<file path="config.mk">
export PLATFORM = sky130hd
export DESIGN_NAME = my_encoder_flat
export DESIGN_NICKNAME = d
export VERILOG_FILES = /design/src/rtl/my_encoder_if.sv /design/src/rtl/my_encoder.sv /design/src/flat_wrapper.sv
export SDC_FILE = /design/constraint.sdc
export NUM_CORES = 1
export LEC_CHECK = 0
export CAP_MARGIN = 20
export CORE_MARGIN = 1.5
export CORE_UTILIZATION = 48
export DETAILED_ROUTE_END_ITERATION = 10
export PLACE_DENSITY_LB_ADDON = 0.2
export RECOVER_POWER = 100
export SLEW_MARGIN = 20
export SYNTH_ARGS = -nofsm -noshare
export SYNTH_HDL_FRONTEND = slang
export SYNTH_SLANG_ARGS = --single-unit
</file>
<file path="constraint.sdc">
create_clock -name clk -period 2.1 [get_ports clk]
set_input_delay 0.21 -clock clk [delete_from_list [all_inputs] [get_ports clk]]
set_output_delay 0.21 -clock clk [all_outputs]
set_load 0.1 [all_outputs]
</file>
<file path="src/rtl/my_encoder_if.sv">
// Bundle of the upstream (operation) and downstream (IR word) handshakes of my_encoder.
// slave is the encoder side; master is the sequencer/decoder side.
interface my_encoder_if #(
    parameter int unsigned AW = 2
) ();
    logic          in_valid;
    logic          in_ready;
    logic [2:0]    op;
    logic [3:0]    ra;
    logic [3:0]    rb;
    logic          ir_valid;
    logic          ir_ready;
    logic [15:0]   ir;
    logic [AW:0]   level;
    logic          err_illegal;

    modport master (
        output in_valid,
        output op,
        output ra,
        output rb,
        output ir_ready,
        input  in_ready,
        input  ir_valid,
        input  ir,
        input  level,
        input  err_illegal
    );

    modport slave (
        input  in_valid,
        input  op,
        input  ra,
        input  rb,
        input  ir_ready,
        output in_ready,
        output ir_valid,
        output ir,
        output level,
        output err_illegal
    );
endinterface

</file>
<file path="src/rtl/my_encoder.sv">
// Assembles 16-bit IR words from op/ra/rb and buffers them in a DEPTH-entry FIFO.
// Optional saturating illegal-op counter enabled by MY_ENCODER_ILLEGAL_CNT_EN.
module my_encoder #(
    parameter int unsigned DEPTH = 4,
    parameter int unsigned AW    = 2
) (
    input  logic        clk,
    input  logic        rst,
    my_encoder_if.slave bus
`ifdef MY_ENCODER_ILLEGAL_CNT_EN
    ,
    output logic [7:0]  illegal_cnt
`endif
);

    typedef enum logic [2:0] {
        OpAdd     = 3'd0,
        OpAddi    = 3'd1,
        OpSub     = 3'd2,
        OpAnd     = 3'd3,
        OpOr      = 3'd4,
        OpXor     = 3'd5,
        OpNot     = 3'd6,
        OpIllegal = 3'd7
    } op_e;

    localparam logic [AW:0] FullLevel = (AW + 1)'(DEPTH);

    function automatic logic [3:0] func_code(input op_e op);
        logic [3:0] code;
        code = 4'b0000;
        unique case (op)
            OpAdd:     code = 4'b1010;
            OpAddi:    code = 4'b1001;
            OpSub:     code = 4'b1100;
            OpAnd:     code = 4'b1110;
            OpOr:      code = 4'b0010;
            OpXor:     code = 4'b0110;
            OpNot:     code = 4'b1011;
            OpIllegal: code = 4'b0000;
            default:   code = 4'b0000;
        endcase
        return code;
    endfunction

    logic [15:0]   mem_q [DEPTH];
    logic [AW-1:0] wr_ptr_q, wr_ptr_d;
    logic [AW-1:0] rd_ptr_q, rd_ptr_d;
    logic [AW:0]   level_q, level_d;
    logic          err_q, err_d;

    logic          full;
    logic          empty;
    logic          accept;
    logic          push;
    logic          pop;
    logic          illegal_op;
    logic [15:0]   enc_word;
    op_e           op_in;

    assign op_in    = op_e'(bus.op);
    assign full     = (level_q == FullLevel);
    assign empty    = (level_q == '0);
    assign enc_word = {4'b0000, bus.ra, func_code(op_in), bus.rb};

    // Outputs depend only on registered state; no input-to-ir bypass.
    assign bus.in_ready    = !full;
    assign bus.ir_valid    = !empty;
    assign bus.ir          = empty ? 16'h0000 : mem_q[rd_ptr_q];
    assign bus.level       = level_q;
    assign bus.err_illegal = err_q;

    // A reset cycle completes no handshake.
    assign accept     = bus.in_valid && !full && !rst;
    assign push       = accept && (op_in != OpIllegal);
    assign illegal_op = accept && (op_in == OpIllegal);
    assign pop        = !empty && bus.ir_ready && !rst;

    always_comb begin
        wr_ptr_d = wr_ptr_q;
        rd_ptr_d = rd_ptr_q;
        level_d  = level_q;
        err_d    = illegal_op;
        if (push) begin
            wr_ptr_d = wr_ptr_q + 1'b1;
        end
        if (pop) begin
            rd_ptr_d = rd_ptr_q + 1'b1;
        end
        unique case ({push, pop})
            2'b10:   level_d = level_q + 1'b1;
            2'b01:   level_d = level_q - 1'b1;
            default: level_d = level_q;
        endcase
    end

    always_ff @(posedge clk) begin
        if (rst) begin
            wr_ptr_q <= '0;
            rd_ptr_q <= '0;
            level_q  <= '0;
            err_q    <= 1'b0;
        end else begin
            wr_ptr_q <= wr_ptr_d;
            rd_ptr_q <= rd_ptr_d;
            level_q  <= level_d;
            err_q    <= err_d;
        end
    end

    // Storage needs no reset: ir is forced to zero while empty.
    always_ff @(posedge clk) begin
        if (push) begin
            mem_q[wr_ptr_q] <= enc_word;
        end
    end

`ifdef MY_ENCODER_ILLEGAL_CNT_EN
    logic [7:0] cnt_q, cnt_d;

    always_comb begin
        cnt_d = cnt_q;
        if (illegal_op && (cnt_q != 8'hFF)) begin
            cnt_d = cnt_q + 8'd1;
        end
    end

    always_ff @(posedge clk) begin
        if (rst) begin
            cnt_q <= 8'h00;
        end else begin
            cnt_q <= cnt_d;
        end
    end

    assign illegal_cnt = cnt_q;
`else
`endif

endmodule

</file>
<file path="src/flat_wrapper.sv">
// flat-port wrapper written by rule: the top's interface ports become plain ports
module my_encoder_flat 
#(
    parameter int unsigned DEPTH = 4,
    parameter int unsigned AW    = 2
)
  (clk, rst, bus_in_valid, bus_op, bus_ra, bus_rb, bus_ir_ready, bus_in_ready, bus_ir_valid, bus_ir, bus_level, bus_err_illegal);
  my_encoder_if #(.AW(AW)) bus_i ();
  input  logic clk;
  input  logic rst;
  input wire logic [$bits(bus_i.in_valid)-1:0] bus_in_valid;
  input wire logic [$bits(bus_i.op)-1:0] bus_op;
  input wire logic [$bits(bus_i.ra)-1:0] bus_ra;
  input wire logic [$bits(bus_i.rb)-1:0] bus_rb;
  input wire logic [$bits(bus_i.ir_ready)-1:0] bus_ir_ready;
  output wire logic [$bits(bus_i.in_ready)-1:0] bus_in_ready;
  output wire logic [$bits(bus_i.ir_valid)-1:0] bus_ir_valid;
  output wire logic [$bits(bus_i.ir)-1:0] bus_ir;
  output wire logic [$bits(bus_i.level)-1:0] bus_level;
  output wire logic [$bits(bus_i.err_illegal)-1:0] bus_err_illegal;
  assign bus_i.in_valid = bus_in_valid;
  assign bus_i.op = bus_op;
  assign bus_i.ra = bus_ra;
  assign bus_i.rb = bus_rb;
  assign bus_i.ir_ready = bus_ir_ready;
  assign bus_in_ready = bus_i.in_ready;
  assign bus_ir_valid = bus_i.ir_valid;
  assign bus_ir = bus_i.ir;
  assign bus_level = bus_i.level;
  assign bus_err_illegal = bus_i.err_illegal;
  my_encoder #(.DEPTH(DEPTH), .AW(AW)) u_core (.clk(clk), .rst(rst), .bus(bus_i));
endmodule
</file>
== Word level (Yosys, flattened, before mapping) ==
Memory sizes are Yosys's and may differ from the RTL's. A register that Yosys moved wholly into a read port is not among the register bits.
Index checks and enable logic that the tools add are counted.
Widths: inputs -> output; s select.

* Add/sub/neg operators: 4
* Eq/ne operators: 5
* Multiplexer cells: 6
* Reductions and logical operators: 11

{| class="wikitable"
|+ Operators with widths
! operator !! number
|-
| $mux 16 || 1
|-
| $eq 3x3->1 const B || 2
|-
| $logic_and 1x1->1 || 6
|-
| $pmux 3 s2 || 1
|-
| $add 2x1->2 const B || 2
|-
| $mux 2 || 2
|-
| $add 3x1->3 const B || 1
|-
| $logic_not 1->1 || 3
|-
| $logic_not 3->1 || 1
|-
| $ne 3x3->1 const B || 1
|-
| $sub 3x1->3 const B || 1
|-
| $eq 2x1->1 const B || 1
|-
| $eq 2x2->1 const B || 1
|-
| $mux 1 || 2
|-
| $reduce_bool 2->1 || 1
|}

* Bits in registers: 8
* Memory bits (writable): 48
* Memory bits (read-only): 32
* Input port bits: 15
* Output and inout bits: 22
* Word-level logic and storage cells: 32
* Memories: 2

{| class="wikitable"
|+ Memory list
! memory !! depth !! width !! rd ports !! clocked after memory_dff !! wr ports !! RTL line !! RTL
|-
| u_core.mem_q || 4 || 12 || 1 || 1 || 1 || my_encoder.sv:46 || <nowiki>logic [15:0] mem_q [DEPTH];</nowiki>
|-
| (name not given) || 8 || 4 || 1 || 0 || 0 || my_encoder.sv:32 || <nowiki>unique case (op)</nowiki>
|}

== Depth between registers and ports, before layout ==
Gate-level depths: netlist (run 1).

* Depth in word-level cells: 7
* Mapped depth: 11
* Depth with buffers taken out: 10

== Least setup slack after synthesis (run 1) ==
OpenSTA, ideal clock, no wires.

* Kind: register to register
* From: register u_core.level_q[2] (netlist: u_core.bus.level[2])
* To: register u_core.level_q[2] (netlist: u_core.bus.level[2])
* Library setup time: 71 ps
* Data arrival time: 3129 ps
* Data required time: 2029 ps
* Setup slack: -1100 ps
* Stages on the path, launching flop included: 11
* Buffers on the path: 1
* Clock period less this slack: 3200 ps
* Path through: dfxtp_1 or3b_4 and3_4 buf_6 inv_1 ha_1 inv_1 fa_1 xor2_1 or3_1 a21oi_1

* Longest elaborated chain between the ends: 7
* Elaborated cells on any way between the ends: 15
* Classes of those cells: 2 x add/sub; 3 x eq/ne; 1 x mux; 9 x reduce/logical

{| class="wikitable"
|+ RTL lines
! item !! RTL line !! RTL
|-
| start, declared || my_encoder.sv:49 || <nowiki>logic [AW:0] level_q, level_d;</nowiki>
|-
| start signal, assigned || my_encoder.sv:106 || <nowiki>level_q <= level_d;</nowiki>
|-
| $eq 3x3->1 (*) || my_encoder.sv:62 || <nowiki>assign full = (level_q == FullLevel);</nowiki>
|-
| $logic_not 1->1 (*) || -- ||
|-
| named net bus_in_ready || flat_wrapper.sv:16 || <nowiki>output wire logic [$bits(bus_i.in_ready)-1:0] bus_in_ready;</nowiki>
|-
| $logic_and 1x1->1 (*) (2 in series) || my_encoder.sv:74 || <nowiki>assign accept = bus.in_valid && !full && !rst;</nowiki>
|-
| $logic_and 1x1->1 (*) || my_encoder.sv:75 || <nowiki>assign push = accept && (op_in != OpIllegal);</nowiki>
|-
| $eq 2x1->1 or $eq 2x2->1 (tied branches) || my_encoder.sv:90 || <nowiki>unique case ({push, pop})</nowiki>
|-
| $pmux 3 s2 or $reduce_bool 2->1 (tied branches) || -- ||
|}

Mark *: on every way through the listed nets, which the timed path passes. The rest lies on a longest branch.
A chain may end at the register's enable or synchronous reset.

== Worst setup path in the final report (run 1) ==
* From: register u_core.level_q[2] (netlist: u_core.bus.level[2])
* To: register u_core.level_q[2] (netlist: u_core.bus.level[2])

* Longest elaborated chain between the ends: 7
* Elaborated cells on any way between the ends: 15
* Classes of those cells: 2 x add/sub; 3 x eq/ne; 1 x mux; 9 x reduce/logical

{| class="wikitable"
|+ RTL lines
! item !! RTL line
|-
| $eq 3x3->1 || my_encoder.sv:62
|-
| $logic_not 1->1 || my_encoder.sv:74
|-
| $logic_and 1x1->1 (2 in series) || my_encoder.sv:74
|-
| $logic_and 1x1->1 || my_encoder.sv:75
|-
| $eq 2x1->1 or $eq 2x2->1 (tied branches) || my_encoder.sv:90
|-
| $pmux 3 s2 or $reduce_bool 2->1 (tied branches) || --
|}

Parallel ways exist; a longest one is shown, timed or not.

==> results by group, run 1 <==
Run status
  – Status: complete, but fails checks
  – Failing checks: negative setup slack

Global route
  – GRT overflow: 0
  – Pin count of the biggest net entering global routing: 16
  – GRT Total Usage: 0.183
  – First-pass GRT wire length: 7070 µm
  – Initial antenna violation count: 0
  – Vias in the first global route: 1502

Timing
  – Fmax: roughly 470 MHz
  – Fin. Hold Viols: 0
  – Final setup viols: 1
  – Period utilisation layout: 1.01
  – Slew HR: 0.232
  – Tmin final: approximately 2.1 ns
  – Max Transition Viols Final: 0
  – RSZ-0062 raised after global routing: yes
  – Slew of the pin with the lowest slew margin: between 1 and 1.5 ns
  – Layout Skew: 0.00550 ns
  – Setup ws final: -0.0291 ns

Placement
  – I/O Buffers: 32
  – Pre-CTS setup slack: -0.237 ns
  – GPL Wtd Cong: approximately 0.73
  – Post-DP HPWL: about 3100 µm
  – Placed cell count: 265
  – Post-placement cell area: roughly 3200 µm²

Setup path
  – CP max FO: 2
  – R2r setup slk: -0.03 ns
  – Crit-path cells: or3b_4 -> and3_4 -> inv_2 -> ha_4 -> inv_2 -> fa_2 -> xor2_1 -> or3_1 -> a21oi_2
  – Setup crit start kind: flop
  – Worst path slowest cell: or3b_4
  – Crit end category: flop
  – Req. time, crit path: about 2.4 ns
  – Crit-path most repeated cell: inv_2
  – Crit path kind: flop to flop
  – Arrival @ worst endpoint: 2.38 ns
  – Crit path largest cell delay: 0.37 ns

Clock tree
  – H-tree Lvls: 3
  – Skew-Pair Late Insertion Delay: roughly 0.32 ns
  – Sinks on Clock Net: a little under 60
  – TritonCTS clock tree: built
  – Clk buf depth: 2
  – Root buffer cell: clkbuf_8
  – Worst-path clk slew: 0.06 ns
  – Total clock buffers created by CTS: 9

Synthesis
  – YS warnings: 0
  – Post-synth EDFFs: between 40 and 50
  – Syn Std Cell Area: ~2400 µm²
  – Async set-or-reset flop fraction in the synthesized netlist: 0
  – Sequential fraction of the synthesis area: 0.671
  – Ys flop type: edfxtp_1
  – Synth Area per Inst: ~17 µm²
  – Leading area contributor after synthesis: edfxtp_1
  – Top-count cell post-synth: edfxtp_1
  – Distinct cells, synth: 30
  – Number of synthesized register bits: 58
  – Synth cell count leaders: edfxtp_1, mux4_2, dfxtp_1, inv_1
  – Largest cells by area after synthesis: edfxtp_1, mux4_2, dfxtp_1
  – Mapped Cells: roughly 150
  – Synth top area share: 0.589

Die
  – Initial core utilization: 0.508
  – Core footprint: just under 5000 µm²
  – Top Ports: 37
  – Placement Rows: 25
  – Die span in y: between 70 and 80 µm
  – Die Area: 5540 µm²
  – Die Wd: 74.4 µm

Pwr
  – Pwr dens: between 900 and 1000 nW/µm²
  – Maximum vdd ir drop: around 0.00092 V
  – Final Power: roughly 3.2 mW
  – Leakage: ~1.2 nW

Drt
  – Starting DRT DRC Count: roughly 180
  – WL final: around 4400 µm
  – Routed WL per cell: ~16 µm
  – Detail Route Antenna Nets: 0
  – Vias per std cell: between 4 and 5
  – First drt pass iteration count: 4
  – Drt drc: 0
  – Total number of vias: 1389

Final layout
  – Synth-to-Final Area Change: 37.4%
  – Share of layout cells above drive strength 1: 0.421
  – N_diodes: 0
  – Final #Nets: 233
  – Non-filler instance count after layout: 281
  – Fin area: ~3400 µm²

Min path
  – HP Class: flop to flop

Run
  – Max-cap violations: 0
-- routing by layer --
metal,part of all wire,up-vias,GRT usage
met2,0.54,32,0.316
met4,0.0082,0,0.0727
met1,0.41,692,0.212
met5,0,-,0
met3,0.040,4,0.0610
li1,-,661,-
-- per-stage QoR --
step | hold WS, ns | utilization | TNS (ns)
2_1_floorplan | 0.309 | - | -6.59
3_3_place_gp | 0.467 | 0.659 | -0.126
3_5_place_dp | 0.493 | 0.659 | -0.256
4_1_cts | 0.499 | 0.698 | -0.0349
5_1_grt | 0.515 | 0.698 | -0.0891
6_report | 0.494 | 0.698 | -0.0291
-- area by class of cell --
cell class	instances	area, µm²
well taps	67	83.8
multi-input cells	75	795
inverters	9	33.8
clock buffers	9	124
repair buffers	56	616
flip-flops and latches	58	1650
fillers	357	1460
clock inverters	7	60.1
-- worst paths after layout --
| path | to | depth (start not counted) | startpoint |
|---|---|---|---|
| worst max-delay path | u_core.bus.level[2]$_SDFFE_PP0P_ | 9 | u_core.bus.level[2]$_SDFFE_PP0P_ |
| worst min-delay path | flop | 2 | u_core.rd_ptr_q[1]$_SDFFE_PP0P_ |
| worst max register to register | u_core.bus.level[2]$_SDFFE_PP0P_ | 9 | u_core.bus.level[2]$_SDFFE_PP0P_ |
| worst min register to register | flop | 2 | u_core.rd_ptr_q[1]$_SDFFE_PP0P_ |
-- worst max-delay path: cells and delay by family, from the launching register on --
family | cells | cell delay (ns)
compound gates | 1 | 0.13
xor+xnor | 1 | 0.15
fa+ha+maj | 2 | 0.46
buf+inv | 2 | 0.09
flops | 1 | 0.34
simple gates | 3 | 0.88
-- what timing repair did --
action	in CTS	in global routing
gates cloned	0	0
resized for setup	1	1
endpoints found under the setup margin	1	5
buffers inserted	0	0
hold endpoints to repair	0	0
hold buffers	0	0
-- placed cells by master, fill, tap and decap left out, types with 2 or more instances in the layout --
cell / count
dfxtp_1: 7
buf_12: 13
nor2b_2: 2
ha_1: 7
clkinv_1: 2
a21oi_1: 2
inv_2: 2
clkinv_2: 3
clkdlybuf4s50_1: 5
or3_1: 2
and2b_2: 4
and2_1: 4
dfxtp_4: 2
o21ai_0: 3
nand2_1: 4
nor2b_4: 5
conb_1: 4
inv_1: 7
dlygate4sd3_1: 9
nand2b_1: 2
buf_4: 25
nor2_1: 7
mux4_2: 12
clkbuf_8: 9
xor2_1: 3
edfxtp_1: 48
-- sequential cells by signal, indices dropped and copies added (netlist names), named ones only --
| register | flops |
|---|---|
| u_core.rd_ptr_q | 2 |
| u_core.wr_ptr_q | 2 |
| u_core.bus.level | 3 |
| u_core.mem_q | 48 |
| u_core.bus.err_illegal | 1 |
-- logic make-up (layout without fill, tap and decap cells) --
family,count (synthesis),in the layout,share of synthesized area
compound gates,9,9,0.0235
xor+xnor,3,3,0.0107
fa+ha+maj,9,9,0.0491
buf+inv,18,81,0.0383
flops,58,58,0.671
mux,14,14,0.119
other cells,1,4,0.00153
simple gates,36,36,0.0869
-- power breakdown --
part	internal [mW]	switching, mW	leakage (nW)
clock network	0.532	0.415	0.0939
logic	0.362	0.609	0.631
registers	1.30	0.0179	0.519
No activity file was read; power rests on OpenSTA's default activity.
==> inputs of run 2 (changes only) <==
--- a/config.mk
+++ b/config.mk
@@ -5,9 +5,10 @@
 export SDC_FILE = /design/constraint.sdc
 export NUM_CORES = 1
 export LEC_CHECK = 0
+export ABC_AREA = 0
 export CAP_MARGIN = 20
 export CORE_MARGIN = 1.5
-export CORE_UTILIZATION = 48
+export CORE_UTILIZATION = 57
 export DETAILED_ROUTE_END_ITERATION = 10
 export PLACE_DENSITY_LB_ADDON = 0.2
 export RECOVER_POWER = 100
==> constraint.sdc (replaced) <==
create_clock -name clk -period 2.6 [get_ports clk]
set_input_delay 0.26 -clock clk [delete_from_list [all_inputs] [get_ports clk]]
set_output_delay 0.26 -clock clk [all_outputs]
set_load 0.1 [all_outputs]
==> run 2 against run 1 <==
  * The flow now finishes without violations
  * Critical path type is now flop to primary output
  * Count of clock-buffer cells in the layout increased by 3
  * Flip-flop and latch count unchanged
  * Final cell count decreased by 11%
  * Largest cell class unchanged
  * Setup slack improved by 0.25 ns
  * Combinational power decreased by 36%
==> results by group, run 2 (same netlist as run 1, synthesis figures left out) <==
Placement
  – I/O Buffers: 32 (unchanged)
  – Placed cell count: 235 (was 265)
  – Post-DP HPWL: 3060 µm (was 3120 µm)
  – Pre-CTS setup slack: 0.0889 ns (was -0.237 ns)
  – GPL Wtd Cong: 0.714 (was 0.732)

Pwr
  – Leakage: 1.07 nW (was 1.24 nW)
  – Sw frac: 0.317 (was 0.322)
  – Combinational Power Share: 0.253 (was 0.300)
  – Maximum vdd ir drop: 0.000412 V (was 0.000918 V)
  – Pwr dens: 819 nW/µm² (was 962 nW/µm²)
  – Final Power: 2.47 mW (was 3.23 mW)
  – Switching power: 0.782 mW (was 1.04 mW)
  – Reg power frac: 0.434 (was 0.407)
  – Clock power share: 0.312 (was 0.293)
  – Pint: 1.69 mW (was 2.19 mW)

Clock tree
  – Sinks on Clock Net: 58 (unchanged)
  – Skew-Pair Late Insertion Delay: 0.32 ns (about the same)
  – Worst-path clk slew: 0.06 ns (about the same)
  – Total clock buffers created by CTS: 9 (unchanged)
  – Clk buf depth: 2 (unchanged)
  – Post-CTS Setup Inserts: 0 (unchanged)
  – H-tree Lvls: 3 (unchanged)
  – Root buffer cell: clkbuf_8 (unchanged)
  – CTS resizes: 0 (was 1)
  – TritonCTS clock tree: built (unchanged)
  – Hold-fix buffers at CTS: 0 (unchanged)

Timing
  – Final setup viols: 0 (was 1)
  – Slew HR: 0.222 (was 0.232)
  – Layout Skew: 0.00795 ns (was 0.00550 ns)
  – RSZ-0062 raised after global routing: no (was yes)
  – Setup ws final: 0.224 ns (was -0.0291 ns)
  – Fin. Hold Viols: 0 (unchanged)
  – Max Transition Viols Final: 0 (unchanged)
  – Period utilisation layout: 0.914
  – Fmax: 421 MHz
  – Setup tns final: 0 ns (was -0.0291 ns)
  – Tmin final: approximately 2.4 ns
  – Slew of the pin with the lowest slew margin: 1.17 ns (was 1.16 ns)

Min path
  – HP Class: flop to flop (unchanged)
  – Hold path start: u_core.rd_ptr_q[1]$_SDFFE_PP0P_ (unchanged)

Global route
  – Met1 usage: 0.241 (was 0.212)
  – GRT overflow: 0 (unchanged)
  – Gr busiest metal: met2 (unchanged)
  – M3 GR Usage: 0.0795 (was 0.0610)
  – Vias in the first global route: 1366 (was 1502)
  – Routing usage on met2: 0.363 (was 0.316)
  – GRT Total Usage: 0.213 (was 0.183)
  – First-pass GRT wire length: 6570 µm (was 7070 µm)
  – Pin count of the biggest net entering global routing: 16 (unchanged)
  – Initial antenna violation count: 0 (unchanged)

Setup path
  – Critical path's top delay family: buffers and inverters (was simple AND/OR/NAND/NOR gates)
  – Crit path largest cell delay: 0.54 ns (was 0.37 ns)
  – Worst path slowest cell: mux4_2 (was or3b_4)
  – Setup crit start kind: flop (unchanged)
  – Arrival @ worst endpoint: 2.12 ns (was 2.38 ns)
  – Crit end category: primary output (was flop)
  – Crit path buf inv count: 2 (unchanged)
  – Crit path kind: flop to primary output (was flop to flop)
  – CP max FO: 9 (was 2)
  – Req. time, crit path: 2.34 ns (was 2.35 ns)
  – Crit-path cells: clkbuf_2 -> mux4_2 -> and2b_1 -> clkbuf_4 (was or3b_4 -> and3_4 -> inv_2 -> ha_4 -> inv_2 -> fa_2 -> xor2_1 -> or3_1 -> a21oi_2)
  – R2R Path Start: u_core.bus.level[0]$_SDFFE_PP0P_ (was u_core.bus.level[2]$_SDFFE_PP0P_)

Final layout
  – Number of flip-flops in the largest register: 48 (unchanged)
  – Non-filler instance count after layout: 251 (was 281)
  – Share of layout cells above drive strength 1: 0.224 (was 0.421)
  – Final #Nets: 220 (was 233)
  – Footprint of the multi-input gates: 721 µm² (was 795 µm²)
  – Register name with the most flops: u_core.mem_q (unchanged)
  – Util after Layout: 0.743 (was 0.698)
  – FF/Latch Area: 1650 µm² (about the same)
  – Synth-to-Final Area Change: 23.2% (was 37.4%)
  – Fillers: 257 (was 357)
  – Commonest non-fill, non-tap cell in the layout: edfxtp_1 (unchanged)
  – Commonest non-fill, non-tap cells in the layout: edfxtp_1, clkbuf_1, mux4_2, clkbuf_8 (was edfxtp_1, buf_4, buf_12, mux4_2)
  – N_diodes: 0 (unchanged)

Drt
  – Drt drc: 0 (unchanged)
  – WL final: 4220 µm (was 4400 µm)
  – Vias per std cell: 5.39 (was 4.94)
  – Total number of vias: 1352 (was 1389)
  – Detail Route Antenna Nets: 0 (unchanged)
  – Starting DRT DRC Count: 51 (was 179)
  – First drt pass iteration count: 4 (unchanged)
  – Routed WL per cell: 16.8 µm (was 15.7 µm)

Die
  – Die Area: 4700 µm² (was 5540 µm²)
  – Core footprint: 4060 µm² (was 4820 µm²)
  – Top Ports: 37 (unchanged)
  – Placement Rows: 23 (was 25)
  – Initial core utilization: 0.603 (was 0.508)
  – Die span in y: 68.5 µm (was 74.4 µm)
  – Die Wd: 68.5 µm (was 74.4 µm)

Run status
  – Status: completed (was complete, but fails checks)

Run
  – Max-cap violations: 0 (unchanged)
==> run 2: changes by cell type in the layout (fill, tap and decap cells not counted), moves of 4 or more <==
cell      delta
and2_0       +4
and2_1       -4
and2b_1      +4
and2b_2      -4
buf_12       -8
buf_4       -19
clkbuf_1    +13
clkbuf_2     +4
nor2b_1      +7
nor2b_4      -5
==> run 2: worst paths after layout <==
check / endpoint / slack, ns / depth (start not counted)
worst max-delay path: bus_ir[8] / 0.22 / 4
worst min-delay path: u_core.rd_ptr_q[1]$_SDFFE_PP0P_ / 0.52 / 2
worst max register to register: u_core.bus.level[2]$_SDFFE_PP0P_ / 0.25 / 9
worst min register to register: u_core.rd_ptr_q[1]$_SDFFE_PP0P_ / 0.52 / 2
==> run 2: worst register-to-register path: stages (launching register included) <==
cell and delay [ns]:
dfxtp_1 0.36, or3b_1 0.45, and3_4 0.21, inv_1 0.06
ha_1 0.17, inv_1 0.06, fa_1 0.37, xor2_1 0.16
or3_1 0.30, a21oi_1 0.14
==> run 2: layer usage <==
| metal | vias up | wire (µm) |
|---|---|---|
| li1 | 636 | - |
| met1 | 669 | 1620 |
| met2 | 42 | 2310 |
| met3 | 5 | 236 |
| met4 | 0 | 57 |
| met5 | - | 0 |
==> run 2: cell type report <==
type | instances | share of cell area
Sequential cell | 58 | 0.546
Multi-Input combinational cell | 75 | 0.239
Timing Repair Buffer | 43 | 0.120
Clock buffer | 12 | 0.0482
Tap cell | 50 | 0.0208
Clock inverter | 4 | 0.0141
Inverter | 9 | 0.0112
==> run 2: power groups by stage <==
| stage | clock network [mW] | logic (mW) | registers, mW |
|---|---|---|---|
| 5_1_grt | 0.837 | 0.656 | 1.08 |
| 2_1_floorplan | 0 | 0.450 | 1.12 |
| 3_5_place_dp | 0 | 0.721 | 1.09 |
| 4_1_cts | 0.790 | 0.721 | 1.07 |
| 3_3_place_gp | 0 | 0.707 | 1.09 |
| 6_report | 0.771 | 0.625 | 1.07 |
==> run 2: metrics by stage <==
stage	area (µm²)	hold slack, ns
after floorplan	2460	0.359
after global placement	2990	0.464
after detailed placement	2990	0.511
after CTS	3180	0.520
after global routing	3010	0.557
final	3010	0.522
==> inputs of run 3 (changes only) <==
--- a/config.mk
+++ b/config.mk
@@ -7,8 +7,7 @@
 export LEC_CHECK = 0
 export ABC_AREA = 0
 export CAP_MARGIN = 20
-export CORE_MARGIN = 1.5
-export CORE_UTILIZATION = 57
+export CORE_UTILIZATION = 53
 export DETAILED_ROUTE_END_ITERATION = 10
 export PLACE_DENSITY_LB_ADDON = 0.2
 export RECOVER_POWER = 100
@@ -16,3 +15,4 @@
 export SYNTH_ARGS = -nofsm -noshare
 export SYNTH_HDL_FRONTEND = slang
 export SYNTH_SLANG_ARGS = --single-unit
+export TNS_END_PERCENT = 30
==> constraint.sdc (replaced) <==
create_clock -name clk -period 2.32 [get_ports clk]
set_input_delay 0.232 -clock clk [delete_from_list [all_inputs] [get_ports clk]]
set_output_delay 0.232 -clock clk [all_outputs]
set_load 0.1 [all_outputs]
==> run 3 against run 2 <==
  * First-iteration DRC count rose by 41%
  * Critical endpoint is now u_core.bus.level[2]$_SDFFE_PP0P_
  * Clock power rose by 8.4%
  * Largest cell class unchanged
  * Final area rose by 1.1%
  * Highest routed layer unchanged
==> results by group, run 3 (same netlist as run 1, synthesis figures left out) <==
Run status
  – Status: completed (unchanged)

Placement
  – Post-DP HPWL: 2990 µm (was 3060 µm)
  – Placed cell count: 241 (was 235)
  – GPL Wtd Cong: 0.770 (was 0.714)
  – Post-placement cell area: 3060 µm² (was 2990 µm²)
  – I/O Buffers: 32 (unchanged)

Clock tree
  – CTS resizes: 0 (unchanged)
  – Clk buf depth: 2 (unchanged)
  – Post-CTS Setup Inserts: 0 (unchanged)
  – Sinks on Clock Net: 58 (unchanged)
  – Worst-path clk slew: 0.06 ns (about the same)
  – Total clock buffers created by CTS: 9 (unchanged)
  – Hold-fix buffers at CTS: 0 (unchanged)
  – H-tree Lvls: 3 (unchanged)
  – Skew-Pair Late Insertion Delay: 0.32 ns (about the same)
  – Root buffer cell: clkbuf_8 (unchanged)
  – TritonCTS clock tree: built (unchanged)

Pwr
  – Sw frac: 0.324 (was 0.317)
  – Combinational Power Share: 0.260 (was 0.253)
  – Leakage: 1.10 nW (was 1.07 nW)
  – Pint: 1.86 mW (was 1.69 mW)
  – Switching power: 0.890 mW (was 0.782 mW)
  – Maximum vdd ir drop: 0.000532 V (was 0.000412 V)
  – Clock power share: 0.304 (was 0.312)
  – Pwr dens: 902 nW/µm² (was 819 nW/µm²)
  – Final Power: 2.75 mW (was 2.47 mW)
  – Reg power frac: 0.436 (was 0.434)

Timing
  – Slew of the pin with the lowest slew margin: 1.17 ns (about the same)
  – Final setup viols: 0 (unchanged)
  – Period utilisation layout: 0.952
  – RSZ-0062 raised after global routing: no (unchanged)
  – Tmin final: 2.21 ns
  – Max Transition Viols Final: 0 (unchanged)
  – Fin. Hold Viols: 0 (unchanged)
  – Slew HR: 0.221 (was 0.222)
  – Fmax: around 450 MHz
  – Layout Skew: 0.00612 ns (was 0.00795 ns)
  – Setup tns final: 0 ns (unchanged)

Drt
  – Total number of vias: 1383 (was 1352)
  – Vias per std cell: 5.40 (was 5.39)
  – Routed WL per cell: 17.2 µm (was 16.8 µm)
  – WL final: 4400 µm (was 4220 µm)
  – First drt pass iteration count: 4 (unchanged)
  – Drt drc: 0 (unchanged)
  – Starting DRT DRC Count: 72 (was 51)
  – Detail Route Antenna Nets: 0 (unchanged)

Global route
  – Vias in the first global route: 1468 (was 1366)
  – First-pass GRT wire length: 7310 µm (was 6570 µm)
  – Initial antenna violation count: 0 (unchanged)
  – GRT overflow: 0 (unchanged)
  – Pin count of the biggest net entering global routing: 16 (unchanged)
  – GRT Total Usage: 0.206 (was 0.213)

Final layout
  – N_diodes: 0 (unchanged)
  – Register name with the most flops: u_core.mem_q (unchanged)
  – FF/Latch Area: 1650 µm² (about the same)
  – Footprint of the multi-input gates: 761 µm² (was 721 µm²)
  – Commonest non-fill, non-tap cell in the layout: edfxtp_1 (unchanged)
  – Number of flip-flops in the largest register: 48 (unchanged)
  – Final #Nets: 224 (was 220)
  – Fin area: 3050 µm² (was 3010 µm²)
  – Commonest non-fill, non-tap cells in the layout: edfxtp_1, mux4_2, clkbuf_1 (was edfxtp_1, clkbuf_1, mux4_2, clkbuf_8)
  – Fillers: 319 (was 257)
  – Synth-to-Final Area Change: 24.5% (was 23.2%)
  – Non-filler instance count after layout: 256 (was 251)
  – Share of layout cells above drive strength 1: 0.319 (was 0.224)

Setup path
  – Crit-path cells: or3b_4 -> and3_4 -> inv_2 -> ha_4 -> inv_2 -> fa_2 -> xor2_1 -> or3_1 -> a21oi_1 (was clkbuf_2 -> mux4_2 -> and2b_1 -> clkbuf_4)
  – Crit-path most repeated cell: inv_2
  – Crit path largest cell delay: 0.41 ns (was 0.54 ns)
  – Arrival @ worst endpoint: 2.45 ns (was 2.12 ns)
  – Setup crit start kind: flop (unchanged)
  – Crit path buf inv count: 2 (unchanged)
  – Worst path slowest cell: or3b_4 (was mux4_2)
  – Crit path kind: flop to flop (was flop to primary output)
  – Critical path's top delay family: simple AND/OR/NAND/NOR gates (was buffers and inverters)
  – Crit end category: flop (was primary output)
  – Req. time, crit path: 2.56 ns (was 2.34 ns)
  – CP max FO: 6 (was 9)

Run
  – Max-cap violations: 0 (unchanged)

Die
  – Die Area: 4890 µm² (was 4700 µm²)
  – Core footprint: 4380 µm² (was 4060 µm²)
  – Die span in y: 70.0 µm (was 68.5 µm)
  – Die Wd: 70.0 µm (was 68.5 µm)
  – Top Ports: 37 (unchanged)
  – Initial core utilization: 0.558 (was 0.603)
  – Placement Rows: 24 (was 23)

Min path
  – HP Class: flop to flop (unchanged)
## run 3: cell count changes in the layout (fill, tap and decap cells not counted), moves of 2 or more
cell	previous run	this run
clkbuf_4	1	8
nor2b_1	8	1
nor2b_2	0	7
buf_12	5	2
buf_4	6	9
clkbuf_1	14	12
inv_1	9	7
inv_2	0	2
## run 3: power groups by stage
stage | Combinational [mW] | Clock [mW] | Sequential [mW]
2_1_floorplan | 0.520 | 0 | 1.25
3_3_place_gp | 0.823 | 0 | 1.22
3_5_place_dp | 0.837 | 0 | 1.22
4_1_cts | 0.841 | 0.856 | 1.20
5_1_grt | 0.748 | 0.901 | 1.20
6_report | 0.714 | 0.836 | 1.20
## run 3: cell type report
| cell class | instances | share of cell area |
|---|---|---|
| clock buffer | 11 | 0.0431 |
| clock inverter | 4 | 0.0144 |
| inverter | 9 | 0.0111 |
| multi-input combinational | 75 | 0.250 |
| sequential | 58 | 0.541 |
| tap | 52 | 0.0213 |
| timing repair buffer | 47 | 0.120 |
## run 3: final timing paths
| path | start | endpoint | slack [ns] | cells after the start |
|---|---|---|---|---|
| worst min register to register | u_core.rd_ptr_q[1]$_SDFFE_PP0P_ | u_core.rd_ptr_q[1]$_SDFFE_PP0P_ | 0.50 | 2 |
| worst max register to register | u_core.bus.level[2]$_SDFFE_PP0P_ | u_core.bus.level[2]$_SDFFE_PP0P_ | 0.11 | 9 |
| worst max-delay path | u_core.bus.level[2]$_SDFFE_PP0P_ | u_core.bus.level[2]$_SDFFE_PP0P_ | 0.11 | 9 |
| worst min-delay path | u_core.rd_ptr_q[1]$_SDFFE_PP0P_ | u_core.rd_ptr_q[1]$_SDFFE_PP0P_ | 0.50 | 2 |
## run 3: per-layer routing
layer / up-vias / global-route usage / routed length (µm)
li1: 641 / - / -
met1: 689 / 0.238 / 1760
met2: 41 / 0.346 / 2330
met3: 12 / 0.0678 / 186
met4: 0 / 0.0956 / 111
met5: - / 0 / 0
## run 3: metrics by stage
step | hold WS, ns | util | worst slack (ns)
2_1_floorplan | 0.331 | - | -0.304
6_report | 0.502 | 0.695 | 0.111
5_1_grt | 0.542 | 0.695 | 0.0455
3_5_place_dp | 0.489 | 0.697 | -0.0191
4_1_cts | 0.499 | 0.737 | 0.120
3_3_place_gp | 0.460 | 0.697 | 0.0579
## run 3: tightest hold or removal path, delay by kind of cell (launching register included)
kind           cells  cell delay [ns]
flip-flops         1             0.30
AO/OA/AOI/OAI      2             0.15
